File: config.mk
export PLATFORM = sky130hd
export DESIGN_NAME = hazard_ctrl
export DESIGN_NICKNAME = d
export VERILOG_FILES = /design/src/rtl/pipeline_pkg.sv /design/src/rtl/hazard_perf_cnt.sv /design/src/rtl/hazard_ctrl.sv
export SDC_FILE = /design/constraint.sdc
export NUM_CORES = 1
export LEC_CHECK = 0
export BUFFER_PORTS_ARGS = -buffer_cell sky130_fd_sc_hd__clkbuf_2
export CORE_AREA = 3 3 63 65
export DETAILED_ROUTE_END_ITERATION = 10
export DIE_AREA = 0 0 66 68
export HOLD_SLACK_MARGIN = 0.03
export MAX_ROUTING_LAYER = met4
export PLACE_DENSITY = 0.73
export SLEW_MARGIN = 25
export SYNTH_ARGS = -nofsm -noshare
export SYNTH_HDL_FRONTEND = slang
export SYNTH_HIERARCHICAL = 1
export SYNTH_SLANG_ARGS = --single-unit
File: constraint.sdc
create_clock -name clk -period 3.4 [get_ports clk]
set_input_delay 0.68 -clock clk [delete_from_list [all_inputs] [get_ports clk]]
set_output_delay 0.68 -clock clk [all_outputs]
set_load 0.02 [all_outputs]
File: src/rtl/pipeline_pkg.sv
// Shared pipeline definitions for the hazard controller.
// Holds the hazard FSM state type, the load result-select encoding and the
// width of the memory wait counter (sized for MEM_TIMEOUT up to 255).
package pipeline_pkg;

    typedef enum logic [1:0] {
        RUN      = 2'd0,
        MEM_WAIT = 2'd1,
        MEM_ERR  = 2'd2
    } hazard_state_t;

    localparam logic [1:0] RESULT_SRC_LOAD = 2'b01;

    localparam int WAIT_CNT_W = 8;

endpackage : pipeline_pkg

File: src/rtl/hazard_perf_cnt.sv
// Saturating enable counter used for the hazard performance counters.
// Counts once per enabled cycle and sticks at all-ones.
module hazard_perf_cnt #(
    parameter int WIDTH = 32
) (
    input  logic             clk,
    input  logic             rst_n,
    input  logic             en,
    output logic [WIDTH-1:0] cnt
);

    // Count enabled cycles, holding at all-ones once saturated.
    always_ff @(posedge clk or negedge rst_n) begin
        // NOTE: flops take non-blocking assignments so every register samples pre-edge values.
        if (!rst_n) begin
            cnt <= '0;
        end else if (en && (cnt != '1)) begin
            cnt <= cnt + 1'b1;
        end
    end

endmodule : hazard_perf_cnt

File: src/rtl/hazard_ctrl.sv
// Pipeline hazard controller: memory-wait stalls with timeout, load-use
// stalls and branch flushes. All stall/flush outputs are combinational.
// Optional performance counters are built only with HAZARD_CTRL_PERF_EN
// defined; otherwise stall_cnt/flush_cnt are tied to zero.
module hazard_ctrl
    import pipeline_pkg::*;
#(
    parameter int REG_LENGTH  = 5,
    parameter int MEM_TIMEOUT = 15,
    parameter int PERF_WIDTH  = 32
) (
    input  logic                  clk,
    input  logic                  rst,
    input  logic [REG_LENGTH-1:0] rs1_d,
    input  logic [REG_LENGTH-1:0] rs2_d,
    input  logic [REG_LENGTH-1:0] rd_e,
    input  logic [1:0]            result_src_e,
    input  logic                  pc_src_e,
    input  logic                  mem_req_m,
    input  logic                  mem_ack,
    output logic                  stall_f,
    output logic                  stall_d,
    output logic                  stall_e,
    output logic                  stall_m,
    output logic                  flush_d,
    output logic                  flush_e,
    output logic                  flush_w,
    output logic                  mem_err,
    output logic [PERF_WIDTH-1:0] stall_cnt,
    output logic [PERF_WIDTH-1:0] flush_cnt
);

    localparam logic [WAIT_CNT_W-1:0] WAIT_LAST = WAIT_CNT_W'(MEM_TIMEOUT - 1);

    hazard_state_t         state;
    hazard_state_t         state_nxt;
    logic [WAIT_CNT_W-1:0] wait_cnt;
    logic [WAIT_CNT_W-1:0] wait_cnt_nxt;
    logic                  mem_stall;
    logic                  resp_en;
    logic                  branch;
    logic                  load_use;

    // State and wait-counter registers; mem_err latches on entry to MEM_ERR.
    always_ff @(posedge clk or negedge rst) begin
        if (!rst) begin
            state    <= RUN;
            wait_cnt <= '0;
            mem_err  <= 1'b0;
        end else begin
            state    <= state_nxt;
            wait_cnt <= wait_cnt_nxt;
            if (state_nxt == MEM_ERR) begin
                mem_err <= 1'b1;
            end
        end
    end

    // Next-state logic and memory-stall decode.
    always_comb begin
        // NOTE: every output of this block gets a default first so no latch is inferred.
        state_nxt    = state;
        wait_cnt_nxt = wait_cnt;
        mem_stall    = 1'b0;
        unique case (state)
            RUN: begin
                if (mem_req_m && !mem_ack) begin
                    mem_stall    = 1'b1;
                    state_nxt    = MEM_WAIT;
                    wait_cnt_nxt = '0;
                end
            end
            MEM_WAIT: begin
                if (mem_ack) begin
                    state_nxt = RUN;
                end else begin
                    mem_stall = 1'b1;
                    if (wait_cnt == WAIT_LAST) begin
                        state_nxt = MEM_ERR;
                    end else begin
                        wait_cnt_nxt = wait_cnt + 1'b1;
                    end
                end
            end
            MEM_ERR: begin
                // Terminal until reset; the ack is deliberately ignored here.
                mem_stall = 1'b1;
            end
            default: begin
                state_nxt = RUN;
            end
        endcase
    end

    // Branch and load-use responses; suppressed while memory holds the pipe.
    // The ack cycle of MEM_WAIT releases the pipe, so a frozen branch or
    // load-use in EX is acted on in that same cycle.
    always_comb begin
        resp_en  = rst && !mem_stall;
        branch   = resp_en && pc_src_e;
        load_use = resp_en && !pc_src_e
                   && (result_src_e == RESULT_SRC_LOAD)
                   && (rd_e != '0)
                   && ((rd_e == rs1_d) || (rd_e == rs2_d));
    end

    // Output decode; everything is forced low while reset is asserted.
    always_comb begin
        stall_f = (rst && mem_stall) || load_use;
        stall_d = (rst && mem_stall) || load_use;
        stall_e = rst && mem_stall;
        stall_m = rst && mem_stall;
        flush_w = rst && mem_stall;
        flush_d = branch;
        flush_e = branch || load_use;
    end

`ifdef HAZARD_CTRL_PERF_EN
    hazard_perf_cnt #(
        .WIDTH (PERF_WIDTH)
    ) u_stall_cnt (
        .clk   (clk),
        .rst_n (rst),
        .en    (stall_f),
        .cnt   (stall_cnt)
    );

    hazard_perf_cnt #(
        .WIDTH (PERF_WIDTH)
    ) u_flush_cnt (
        .clk   (clk),
        .rst_n (rst),
        .en    (flush_d),
        .cnt   (flush_cnt)
    );
`else
    assign stall_cnt = '0;
    assign flush_cnt = '0;
`endif

endmodule : hazard_ctrl
# After elaboration in Yosys (flattened, before gate mapping)
# Index checks and enable logic that the tools add are counted.
totals:
  reg_bits: 11
  word_cells: 43
classes:
  addsub: 1
  eq_ne: 10
  muxes: 11
  reduce_logical: 18
op_table:
  columns: ["op", "count"]
  rows:
  - ["8-bit two-way mux", 3]
  - ["8-bit one-hot mux with 2 select lines", 1]
  - ["5-bit == test", 2]
  - ["8-bit by 1-bit adder with 8-bit output (second input constant)", 1]
  - ["8-bit by 4-bit == test with 1-bit output (second input constant)", 1]
  - ["1-bit logical AND", 8]
  - ["2-bit two-way mux", 3]
  - ["2-bit != test (second input constant)", 3]
  - ["2-bit one-hot mux with 3 select lines", 1]
  - ["5-bit nonzero test", 1]
  - ["2-bit by 1-bit == test with 1-bit output (second input constant)", 2]
  - ["2-bit == test (second input constant)", 2]
  - ["4-bit AND reduction", 1]
  - ["1-bit zero test", 3]
  - ["1-bit logical OR", 3]
  - ["1-bit one-hot mux with 3 select lines", 1]
  - ["2-bit zero test", 1]
  - ["1-bit two-way mux", 2]
  - ["2-bit nonzero test", 1]

# Logic depth before layout (Yosys ltp)
depth:
  word_depth: 11
  depth_mapped: 6
  depth_no_buf: 6

# Worst setup path after synthesis
# Ideal clock, no wire load.
synth_path:
  kind: "input to output"
  startpoint: "input rd_e[1]"
  endpoint: "output stall_f"
  arrival_time_ns: 2.007
  required_ns: 2.720
  path_slack_ns: 0.713
  path_stages: 5
  path_buffers: 1
  path_cell_list: "xor2_1 nor3_1 a22oi_1 o31ai_1 buf_4"
synth_via:
  elab_chain_cells: 4
synth_lines:
  columns: ["element", "line", "rtl"]
  rows:
  - ["from (decl)", "hazard_ctrl.sv:16", "input logic [REG_LENGTH-1:0] rd_e,"]
  - ["5-bit == test / 5-bit nonzero test (equally long branches)", "hazard_ctrl.sv:104, hazard_ctrl.sv:103", null]
  - ["1-bit logical OR / 1-bit logical AND (equally long branches)", "hazard_ctrl.sv:104, hazard_ctrl.sv:103", null]
  - ["1-bit logical AND *", "hazard_ctrl.sv:104", "&& ((rd_e == rs1_d) || (rd_e == rs2_d));"]
  - ["1-bit logical OR *", null, null]
  - ["to (decl)", "hazard_ctrl.sv:21", "output logic stall_f,"]
# Every way passes the cells marked *; elsewhere a longest branch is shown, timed or not.

# Worst setup path in the final report
layout_path:
  startpoint: "input rd_e[1]"
  endpoint: "output flush_e"
layout_via:
  elab_chain_cells: 4
layout_lines:
  columns: ["element", "line", "rtl"]
  rows:
  - ["5-bit == test / 5-bit nonzero test (equally long branches)", "hazard_ctrl.sv:104, hazard_ctrl.sv:103", null]
  - ["1-bit logical OR / 1-bit logical AND (equally long branches)", "hazard_ctrl.sv:104, hazard_ctrl.sv:103", null]
  - ["1-bit logical AND *", "hazard_ctrl.sv:104", null]
  - ["1-bit logical OR *", "hazard_ctrl.sv:115", "flush_e = branch || load_use;"]
  - ["to (decl)", "hazard_ctrl.sv:26", "output logic flush_e,"]
# Marks and branches as above.

==> flow_metrics.env <==
export IMPL_fillCellCount=365
export IMPL_wl_mm=2.19
export IMPL_row_count=21
export IMPL_synth_compound_area_share_pct=7.78
export IMPL_skew_ns=0.00978
export IMPL_critPathRequiredTime_ns=2.72
export IMPL_grt_max_degree=14
export IMPL_post_cts_setup_buffers=0
export IMPL_post_place_cells=221
export IMPL_tritoncts="done"
export IMPL_crit_top_cell="clkbuf_2"
export IMPL_clock_latency_ns=0.28
export IMPL_place_ws_ns=0.815
export IMPL_fp_dieH_um=68
export IMPL_max_slew_margin_rel_pct=47.5
export IMPL_synth_simple_gate_area_share_pct=16.8
export IMPL_initial_core_util_pct=37.9
export IMPL_final_cell_area_sq_mm=0.00126
export IMPL_firstDrtPassIters=4
export IMPL_cts_sinks=11
export IMPL_hold_violations=0
export IMPL_syn_to_final_growth_pct=-2.34
export IMPL_yosysMostFrequentCell="buf_4"
export IMPL_route_detailed_drc=0
export IMPL_status="finished clean"
export IMPL_max_freq_mhz=390
export IMPL_tns_ns=0
export IMPL_synth_edff_count=0
export IMPL_io_buffers=29
export IMPL_clkTransAtPathRegs_ns=0.08
export IMPL_layout_drive_gt1_share_pct=24.6
export IMPL_setup_violations=0
export IMPL_postCtsResizedCells=0
export IMPL_slew_viol_final=0
export IMPL_drv_cap=0
export IMPL_nets=204
export IMPL_synthTopCellsByCount="buf_4 (67), xor2_1 (13), dfrtp_1 (11), nor2_1 (11), inv_1 (5)"
export IMPL_antenna_found_initial=0
export IMPL_synth_top_family_by_area="buffers and inverters"
export IMPL_min_period_ns=2.56
export IMPL_clockBufferDepth=2
export IMPL_cts_made_buffers=3
export IMPL_syn_instance_count=149
export IMPL_ir_drop_v=0.0000937
export IMPL_worstSetupPathType="in2out"
export IMPL_arrival_ns=1.88
export IMPL_leakagePower_nw=0.696
export IMPL_htreeDepth=1
export IMPL_die_width_um=66
export IMPL_dieArea_sq_mm=0.00449
export IMPL_power_density_mw_per_mm2=323
export IMPL_layout_worst_path_cycle_share_pct=75.4
export IMPL_diodes=0
export IMPL_layout_cells_non_filler=225
export IMPL_post_route_util_pct=37.1
export IMPL_grt_pass1_vias=749
export IMPL_synth_top_cell_by_area="buf_4"
export IMPL_cp_end_kind="primary output"
export IMPL_hpwl_mm=1.87
export IMPL_fin_ws_ns=0.835
export IMPL_grt_first_pass_wirelength_mm=3.18
export IMPL_postSynth_asyncResetShare_pct=100
export IMPL_ys_seq_area_share_pct=21.4
export IMPL_critPathMaxFanout=3
export IMPL_synth_seq_cells=11
export IMPL_place_area_sq_mm=0.00123
export IMPL_crit_path_start_kind="input port"
export IMPL_p_total_uw=406
export IMPL_crit_chain="clkbuf_2, or4_1, o211ai_1, or2_2, o22ai_1, clkbuf_2"
export IMPL_cts_hold_buf=0
export IMPL_slowest_delay_ns=0.51
export IMPL_hold_class="in2async"
export IMPL_synthXorXnorAreaFrac_pct=8.85
export IMPL_drt_vias_per_instance=3.92
export IMPL_ant_nets=0
export IMPL_synth_mux_area_share_pct=2.33
export IMPL_drt_iter0_markers=28
export IMPL_synth_avg_cell_area_sq_um=8.63
export IMPL_netlist_area_sq_mm=0.00129
export IMPL_io_pins=94
export IMPL_worst_pin_slew_ns=0.785
export IMPL_gp_congestion=0.830
export IMPL_gr_total_overflow=0
export IMPL_ys_flop_type="dfrtp_1"
export IMPL_hold_ws_ns=0.342
export IMPL_post_drt_wl_per_cell_um=9.72
export IMPL_yosys_warnings=6
export IMPL_grt_util_all_layers_pct=9.84
export IMPL_rsz0062_at_grt="false"
export IMPL_yosys_area_share_adder_pct=1.95
export IMPL_synth_top_area_share_pct=39.1
export IMPL_synthTopCellsByArea="buf_4 (39%), dfrtp_1 (21%), xor2_1 (8.9%), nor2_1 (3.2%), mux2_4 (2.3%)"
export IMPL_slowest_stage="or4_1"
export IMPL_route_vias_total=883
export IMPL_core_area_sq_mm=0.00339
export IMPL_synth_distinct_cells=35
export IMPL_root_buffer="clkbuf_4"
## power breakdown
part | leakage (nW) | internal [mW] | total [mW] | switching, mW
Combinational | 0.535 | 0.0473 | 0.158 | 0.111
Sequential | 0.146 | 0.142 | 0.155 | 0.0131
Clock | 0.0150 | 0.0456 | 0.0935 | 0.0479
Total | 0.696 | 0.235 | 0.406 | 0.172
## kinds of logic after synthesis
logic type      count (synthesis)
other cells                     1
simple gates                   35
compound gates                 13
buf+inv                        72
fa+ha+maj                       2
xor+xnor                       13
mux                             2
flops                          11
## worst max-delay path, delay by kind of cell
kind / cells / cell delay (ns)
compound gates: 2 / 0.27
buf+inv: 2 / 0.29
simple gates: 2 / 0.65
## final timing paths
kind	depth (start not counted)	start	slack [ns]	end
min in group clk	1	mem_err	0.46	mem_err
max in group asynchronous	2	rst	2.88	mem_err
min	2	rst	0.34	wait_cnt[4]
max	6	rd_e[1]	0.84	flush_e
max reg2reg	6	wait_cnt[0]	1.54	wait_cnt[0]
min reg2reg	1	mem_err	0.46	mem_err
## cells in the final DEF, fill, tap and decap left out, types with 3 or more instances in the layout
cell / netlist / layout
inv_1: 5 / 5
o31ai_1: 3 / 3
clkbuf_2: 0 / 29
conb_1: 1 / 64
nor2_1: 11 / 11
xor2_1: 13 / 13
dfrtp_1: 11 / 11
nand3_1: 3 / 3
clkbuf_4: 0 / 3
## cell type report
| type | count | area, sq um | area share, % |
|---|---|---|---|
| multi-input cells | 129 | 726 | 57.8 |
| well taps | 46 | 57.6 | 4.58 |
| repair buffers | 30 | 153 | 12.2 |
| flip-flops and latches | 11 | 275 | 21.9 |
| inverters | 5 | 18.8 | 1.49 |
| clock buffers | 4 | 26.3 | 2.09 |
## sequential cells by signal, summed over array words and instances, names as in the netlist
| signal | count |
|---|---|
| wait_cnt | 8 |
| state | 2 |
| mem_err | 1 |
## metal layers
layer  global-route usage, %  routed length (um)  vias up
met5                       -                   0        -
met4                    5.58                  31        0
met3                    2.96                 205        4
met2                    16.1                1120       46
met1                    10.7                 834      405
li1                        -                   -      428
(Power assumes the default switching activity.)
